**src/rtl/instr_memory_loadable.sv**
```systemverilog
// Run-time loadable instruction memory: bytes stream in LSB-first during LOAD; fetch reads have 1-cycle latency.
// Backpressure: fetch_ready drops for the whole load, and fetches made while it is low are dropped, not queued.
module instr_memory_loadable #(
  parameter int                    ADDR_WIDTH = 8,
  parameter int                    DEPTH      = 32,
  parameter int                    DATA_WIDTH = 32,
  parameter logic [DATA_WIDTH-1:0] NOP_WORD   = '0
) (
  input  logic                  clk,
  input  logic                  reset,
  input  logic                  load_start,
  input  logic [7:0]            load_byte,
  input  logic                  load_valid,
  output logic                  load_busy,
  output logic                  load_done,
  output logic [ADDR_WIDTH:0]   load_count,
  input  logic                  fetch_req,
  input  logic [ADDR_WIDTH-1:0] fetch_addr,
  output logic                  fetch_ready,
  output logic [DATA_WIDTH-1:0] instr,
  output logic                  instr_valid,
  output logic                  addr_fault
);

  localparam int BPW    = DATA_WIDTH / 8;
  localparam int BIDX_W = (BPW > 1) ? $clog2(BPW) : 1;
  localparam int MEM_AW = (DEPTH > 1) ? $clog2(DEPTH) : 1;
  localparam logic [BIDX_W-1:0]   LAST_BYTE = BIDX_W'(BPW - 1);
  localparam logic [MEM_AW-1:0]   LAST_WORD = MEM_AW'(DEPTH - 1);
  localparam logic [ADDR_WIDTH:0] DEPTH_W   = (ADDR_WIDTH + 1)'(DEPTH);

  typedef enum logic {RUN = 1'b0, LOAD = 1'b1} state_t;

  state_t                state, state_nxt;
  logic [DATA_WIDTH-1:0] mem [DEPTH];
  logic [DATA_WIDTH-1:0] asm_word;
  logic [DATA_WIDTH-1:0] wr_word;
  logic [MEM_AW-1:0]     ptr;
  logic [BIDX_W-1:0]     byte_idx;
  logic                  start_load;
  logic                  accept;
  logic                  wr_en;
  logic                  done_nxt;
  logic                  fetch_fire;
  logic                  in_range;

  always_ff @(posedge clk) begin
    if (reset) state <= RUN;
    else       state <= state_nxt;
  end

  // Abort (load_start) takes priority over a byte arriving in the same cycle.
  always_comb begin
    state_nxt  = state;
    start_load = 1'b0;
    accept     = 1'b0;
    wr_en      = 1'b0;
    done_nxt   = 1'b0;
    case (state)
      RUN: begin
        if (load_start) begin
          state_nxt  = LOAD;
          start_load = 1'b1;
        end
      end
      LOAD: begin
        if (load_start) begin
          state_nxt = RUN;
          done_nxt  = 1'b1;
        end else if (load_valid) begin
          accept = 1'b1;
          if (byte_idx == LAST_BYTE) begin
            wr_en = 1'b1;
            if (ptr == LAST_WORD) begin
              state_nxt = RUN;
              done_nxt  = 1'b1;
            end
          end
        end
      end
      default: state_nxt = RUN;
    endcase
  end

  always_comb begin
    wr_word                   = asm_word;
    wr_word[DATA_WIDTH-8 +: 8] = load_byte;
  end

  assign load_busy   = (state == LOAD);
  assign fetch_ready = (state == RUN);
  assign fetch_fire  = fetch_req & fetch_ready;
  assign in_range    = ({1'b0, fetch_addr} < DEPTH_W);

  always_ff @(posedge clk) begin
    if (reset) begin
      for (int i = 0; i < DEPTH; i++) mem[i] <= NOP_WORD;
      asm_word    <= '0;
      ptr         <= '0;
      byte_idx    <= '0;
      load_count  <= '0;
      load_done   <= 1'b0;
      instr       <= NOP_WORD;
      instr_valid <= 1'b0;
      addr_fault  <= 1'b0;
    end else begin
      load_done <= done_nxt;
      if (start_load) begin
        asm_word   <= '0;
        ptr        <= '0;
        byte_idx   <= '0;
        load_count <= '0;
      end else if (accept) begin
        if (wr_en) begin
          mem[ptr]   <= wr_word;
          ptr        <= ptr + 1'b1;
          load_count <= load_count + 1'b1;
          byte_idx   <= '0;
          asm_word   <= '0;
        end else begin
          asm_word[8*byte_idx +: 8] <= load_byte;
          byte_idx                  <= byte_idx + 1'b1;
        end
      end
      instr_valid <= fetch_fire;
      addr_fault  <= fetch_fire & ~in_range;
      if (fetch_fire) instr <= in_range ? mem[fetch_addr[MEM_AW-1:0]] : NOP_WORD;
    end
  end

endmodule

```
**config.mk**
```make
export PLATFORM = sky130hd
export DESIGN_NAME = instr_memory_loadable
export DESIGN_NICKNAME = d
export VERILOG_FILES = /design/src/rtl/instr_memory_loadable.sv
export SDC_FILE = /design/constraint.sdc
export NUM_CORES = 1
export LEC_CHECK = 0
export CAP_MARGIN = 20
export CORE_ASPECT_RATIO = 0.7
export CORE_MARGIN = 2
export CORE_UTILIZATION = 57
export CTS_CLUSTER_SIZE = 25
export DETAILED_ROUTE_END_ITERATION = 7
export PLACE_DENSITY = 0.76
export SETUP_SLACK_MARGIN = 0.5
export SLEW_MARGIN = 10
export SYNTH_ARGS = -nofsm -noshare
export SYNTH_HDL_FRONTEND = slang
export SYNTH_SLANG_ARGS = --single-unit
```
**constraint.sdc**
```tcl
create_clock -name clk -period 2.75 [get_ports clk]
set_clock_uncertainty 0.1 [all_clocks]
set_input_delay 0.825 -clock clk [delete_from_list [all_inputs] [get_ports clk]]
set_output_delay 0.825 -clock clk [all_outputs]
set_load 0.01 [all_outputs]
```
==> impl_metrics.csv, run 1 <==
group,metric,value,unit
placement,dp_slack,-0.404,ns
floorplanning,rows,91,
global_routing,grt_start_max_net_pins,54,
synth,synth_commonest_cells,"1050 x and2_1, 1024 x edfxtp_1, 267 x clkbuf_1, 216 x mux2i_1, 160 x mux4_2",
global_routing,grt_pass1_wl,196000,um
timing,fmax,435,MHz
cts,cts_buffers,101,
synth,synthFlopType,"edfxtp_1",
drt,drt-wirelength-per-cell,26.7,um
floorplanning,die_w,359,um
drt,drtIter0Drc,3789,
worst_setup_path,end_kind,"flop",
synth,synthTopCellsByArea,"edfxtp_1 61%, and2_1 13%, mux4_2 7.2%",
finish,final_net_count,3718,
global_routing,grt_pass1_vias,30900,
cts,clk_pin_slew,0.07,ns
synth,syn_inst,3480,
global_routing,antenna_found_initial,2,
synth,ys_types,54,
synth,async_flop_share,0,
global_routing,met1_usage,0.433,
synth,syn-num-nets,3512,
cts,clockBufferDepth,3,
power_and_ir_drop,ir_drop,470,uV
global_routing,grt-busiest-layer,"met2",
drt,vias,30900,
floorplanning,start_util,0.573,
floorplanning,die_area,0.0905,mm^2
cts,clkLatencyLatePin,0.69,ns
timing,layout_setup_ws,0.452,ns
floorplanning,coreArea,0.0877,mm^2
finish,area_delta_synth_final,18.2,%
floorplanning,die-height,252,um
timing,max_slew_margin,0.273,
synth,syn_avg_cell_area,14.4,um^2
flow_run,maxCapViolCount,0,
outcome,outcome,"finished, final reports clean",
synth,synth-seq-cells,1100,
cts,cts_sinks,1100,
synth,synth_top_area_share,0.612,
global_routing,grt_overflow_total,0,
timing,hold_viol,0,
worst_setup_path,path_max_fanout,14,
cts,cts-htree-levels,3,
drt,first_pass_iters,6,
finish,drive_above_1_share,0.249,
global_routing,met2_usage,0.451,
cts,cts_tree,"built",
placement,place_hpwl,86100,um
power_and_ir_drop,power_density,617,mW/mm^2
drt,wirelength,132000,um
worst_setup_path,arrival,2.75,ns
worst_setup_path,critical_path_required,3.20,ns
hold_path,hp-class,"flop to flop",
timing,finalMaxSlewViolations,0,
placement,gp_congestion,0.848,
floorplanning,ios,67,
placement,numPortBuffers,66,
timing,rsz0062_at_grt,"true",
drt,ant_nets,0,
synth,synth_edf_count,1024,
drt,viasPerCell,6.27,
timing,max_slew.worst_pin.slew,1.09,ns
timing,fin_crit_sh,0.836,
synth,synth.most_common_cell,"and2_1",
power_and_ir_drop,p_leak,0.0213,uW
synth,yosysTopAreaCell,"edfxtp_1",
cts,hold_buffers,0,
worst_setup_path,cp-start-kind,"primary input",
synth,synth_warnings,0,
timing,fin_crit,2.30,ns
worst_setup_path,crit_type,"primary input to flop",
synth,seq_area_frac_synth,0.643,
global_routing,grt_use_total,0.293,
placement,placed_area,0.0550,mm^2
timing,tns,0,ns
global_routing,globalRouteMet3Util,0.0494,
timing,whs,0.403,ns
finish,fin_area,0.0593,mm^2
finish,final_util,0.677,
timing,setup_viol,0,
cts,cts_root_buf,"clkbuf_16",
synth,syn_area,0.0502,mm^2
drt,drc,0,
finish,num-fill-cells,5730,
==> cells in the final DEF (no fill, tap or decap), drive strengths merged, types with 40 or more instances in the layout <==
cell type  synthesis  final
mux2              40     40
nand2             58     58
clkbuf           267    146
dfxtp             76     76
nor2              74     74
a21oi             40     40
mux4             160    160
mux2i            216    216
and2            1050   1050
a22oi             76     76
a2111oi           48     48
buf               61    374
edfxtp          1024   1024
==> area by class of cell <==
cell class	instances	area, um^2	area share
Antenna cell	1	2.50	0.0000422
Clock buffer	138	2820	0.0475
Clock inverter	51	588	0.00991
Inverter	30	113	0.00190
Multi-Input combinational cell	2024	17200	0.290
Sequential cell	1100	32400	0.546
Tap cell	1162	1450	0.0245
Timing Repair Buffer	429	4770	0.0804
==> worst max-delay path, stage by stage <==
cell and delay (ns):
buf_12 0.13, buf_4 0.17, buf_4 0.17, or3b_1 0.42
buf_12 0.18, buf_4 0.17, o22ai_1 0.28, a2111oi_4 0.12
a2111oi_1 0.28
==> where the power goes <==
| group | leakage [uW] | switching (uW) | internal, uW |
|---|---|---|---|
| Combinational | 0.00921 | 1580 | 1320 |
| Clock | 0.00167 | 6200 | 8330 |
| Sequential | 0.0104 | 247 | 19000 |
| Total | 0.0213 | 8030 | 28600 |
==> through the flow <==
step / power, uW / std cells
final: 36600 / 4935
after global routing: 37500 / 4934
after floorplan: 21000 / 3480
after global placement: 22200 / 4686
after CTS: 36600 / 4896
after detailed placement: 22300 / 4686
==> final timing paths <==
| check | from | endpoint | slack, ns | cells past startpoint |
|---|---|---|---|---|
| worst min-delay path | load_busy | load_done | 0.40 | 2 |
| worst max-delay path | fetch_addr[0] | instr[28] | 0.45 | 9 |
| worst max register to register | byte_idx[0] | mem[15][13] | 0.53 | 8 |
| worst min register to register | load_busy | load_done | 0.40 | 2 |
==> repair_timing <==
action                     CTS  global route
pin swaps                    0             8
setup buffers               19            35
setup endpoints to repair  749           458
gates cloned                 2             3
gates resized for setup    230            52
==> metal layers <==
layer,up-vias,wire length (um)
li1,13200,-
met4,2,3970
met5,-,13
met1,15700,54000
met3,259,13100
met2,1774,60600
==> state kept, by name, indices dropped and copies added (netlist names) <==
| signal | count |
|---|---|
| load_count | 9 |
| load_done | 1 |
| addr_fault | 1 |
| byte_idx | 2 |
| instr_valid | 1 |
| instr | 32 |
| load_busy | 1 |
| asm_word | 24 |
| mem | 1024 |
| ptr | 5 |
==> cell families after synthesis <==
| family | after synthesis | synth area share |
|---|---|---|
| muxes | 416 | 0.124 |
| DFF | 1100 | 0.643 |
| xor gates and xnor gates | 9 | 0.00157 |
| AOI/OAI and AO/OA | 310 | 0.0466 |
| adders and majority gates | 11 | 0.00274 |
| buffers and inverters | 358 | 0.0290 |
| and+or+nand+nor | 1276 | 0.153 |
Note: power is estimated with default switching activity, not from simulation.
==> inputs of run 2 (changes only) <==
==> constraint.sdc (replaced) <==
create_clock -name clk -period 1.9 [get_ports clk]
set_clock_uncertainty 0.1 [all_clocks]
set_input_delay 0.57 -clock clk [delete_from_list [all_inputs] [get_ports clk]]
set_output_delay 0.57 -clock clk [all_outputs]
set_load 0.01 [all_outputs]
==> run 2 against run 1 <==
Compared with the run above: the flow now finishes with violations (setup timing); sequential share of layout area decreased by 3.0 points; cell count increased by 3.9%; power increased by 48%; combinational power increased by 73%; flip-flop and latch count unchanged; global-route usage increased by 3.1 points; clock power increased by 47%; routed wire length increased by 16%; via count increased by 6.8%; critical endpoint is now instr[26]; largest cell class unchanged; largest power group unchanged; highest routed layer unchanged.
==> impl_metrics.csv, run 2 (synthesis results as in run 1) <==
group,metric,value,unit
outcome,outcome,"finished with violations",
outcome,violations,"setup timing",
timing,hold_viol,0,
global_routing,grt_overflow_total,0,
power_and_ir_drop,p_leak,0.0228,uW
finish,final_net_count,3908,
global_routing,met2_usage,0.477,
finish,area_delta_synth_final,24.9,%
timing,finalMaxSlewViolations,0,
power_and_ir_drop,power_density,863,mW/mm^2
global_routing,grt_start_max_net_pins,36,
drt,vias,33000,
floorplanning,coreArea,0.0877,mm^2
worst_setup_path,critical_path_required,2.39,ns
cts,cts_sinks,1100,
drt,first_pass_iters,6,
timing,max_slew.worst_pin.slew,0.791,ns
drt,viasPerCell,6.45,
cts,cts_root_buf,"clkbuf_16",
drt,ant_nets,0,
placement,place_hpwl,92400,um
finish,drive_above_1_share,0.304,
cts,cts-htree-levels,3,
cts,clk_pin_slew,0.07,ns
worst_setup_path,slowest_stage,"a21boi_0",
floorplanning,die-height,252,um
global_routing,grt_pass1_vias,32200,
timing,rsz0062_at_grt,"true",
worst_setup_path,cpMostUsedCell,"buf_12",
flow_run,maxCapViolCount,0,
global_routing,antenna_found_initial,6,
global_routing,globalRouteMet3Util,0.0814,
drt,drc,0,
worst_setup_path,max_stage_delay,0.34,ns
worst_setup_path,cp-start-kind,"flop",
floorplanning,die_area,0.0905,mm^2
floorplanning,rows,91,
cts,cts_tree,"built",
cts,cts_buffers,102,
worst_setup_path,arrival,2.70,ns
global_routing,grt_use_total,0.324,
finish,stdcell_count,5125,
worst_setup_path,path_max_fanout,10,
finish,final_common_cell,"edfxtp_1",
finish,antenna_cells,0,
finish,layout_common_cells,"1024 x edfxtp_1, 1021 x and2_1, 320 x buf_4, 215 x mux2i_1, 160 x mux4_2",
worst_setup_path,path_buf_inv,4,
finish,top_register,"mem",
timing,fin_crit_sh,1.17,
drt,drt-wirelength-per-cell,29.9,um
drt,drtIter0Drc,5496,
timing,max_slew_margin,0.472,
floorplanning,die_w,359,um
finish,largest_register_ffs,1024,
floorplanning,ios,67,
global_routing,grt_pass1_wl,213000,um
hold_path,hp-class,"primary input to flop",
cts,clkLatencyLatePin,0.69,ns
global_routing,met1_usage,0.472,
worst_setup_path,crit_family,"compound AO/OA/AOI/OAI gates",
worst_setup_path,crit_type,"flop to flop",
cts,clockBufferDepth,3,
timing,fin_crit,2.21,ns
finish,largestRegisters,"mem: 1024 flops, instr: 32 flops, asm_word: 24 flops",
cts,hold_buffers,0,
timing,fmax,452,MHz
global_routing,grt-busiest-layer,"met2",
drt,wirelength,153000,um
power_and_ir_drop,ir_drop,862,uV
worst_setup_path,crit_chain,"buf_6 > buf_12 > buf_4 > nand2b_4 > buf_12 > a21boi_0 > o2111ai_1 > and4_1",
timing,layout_setup_ws,-0.315,ns
worst_setup_path,end_kind,"flop",
placement,numPortBuffers,66,
finish,final_util,0.716,
placement,place_inst,4783,
placement,gp_congestion,0.904,
floorplanning,start_util,0.573,
timing,setup_viol,2048,
-- run 2: layer usage --
layer,wire length [um],share of wire,vias to the layer above
met5,17,0.00011,-
met4,6280,0.041,4
met3,22100,0.14,352
met2,67100,0.44,2475
met1,57800,0.38,16600
li1,-,-,13600
-- run 2: through the flow --
step | power [uW] | hold slack [ns] | setup TNS (ns) | instance area [um^2] | setup slack (ns)
2_1_floorplan | 30500 | 0.378 | -432.84 | 50900 | -0.383
3_5_place_dp | 32500 | 0.392 | -1779.25 | 55800 | -1.06
5_1_grt | 55200 | 0.370 | -445.53 | 62700 | -0.380
4_1_cts | 53700 | 0.328 | -296.53 | 61000 | -0.253
6_report | 54100 | 0.389 | -333.07 | 62700 | -0.315
3_3_place_gp | 32300 | 0.375 | -1740.67 | 55800 | -1.00
-- run 2: what timing repair did --
item | CTS | global route
gates resized for setup | 388 | 200
pin swaps | 27 | 68
endpoints found under the setup margin | 2170 | 2170
gates cloned | 20 | 22
buffers inserted | 73 | 33
-- run 2: worst min-delay path, cell delays in order --
cell and delay [ns]:
buf_2 0.15, buf_4 0.26, nor2_1 0.15
-- run 2: final timing paths --
kind,endpoint,cells past startpoint,slack (ns),startpoint
worst max-delay path,instr[26],8,-0.31,load_busy
worst min-delay path,instr_valid,3,0.39,reset
worst max register to register,instr[26],8,-0.31,load_busy
worst min register to register,load_count[8],2,0.42,load_count[8]
-- run 2: power breakdown --
group	leakage [uW]	total, uW	switching, uW	internal (uW)
logic	0.0107	5010	2730	2280
registers	0.0104	27800	367	27500
clock network	0.00168	21300	9260	12000
total	0.0228	54100	12400	41800
-- run 2: area by class of cell --
class / count / area, um^2
clock inverters: 54 / 642
inverters: 30 / 118
fillers: 5184 / 24900
multi-input cells: 2033 / 18000
flip-flops and latches: 1100 / 32400
well taps: 1162 / 1450
clock buffers: 137 / 2800
repair buffers: 609 / 7360
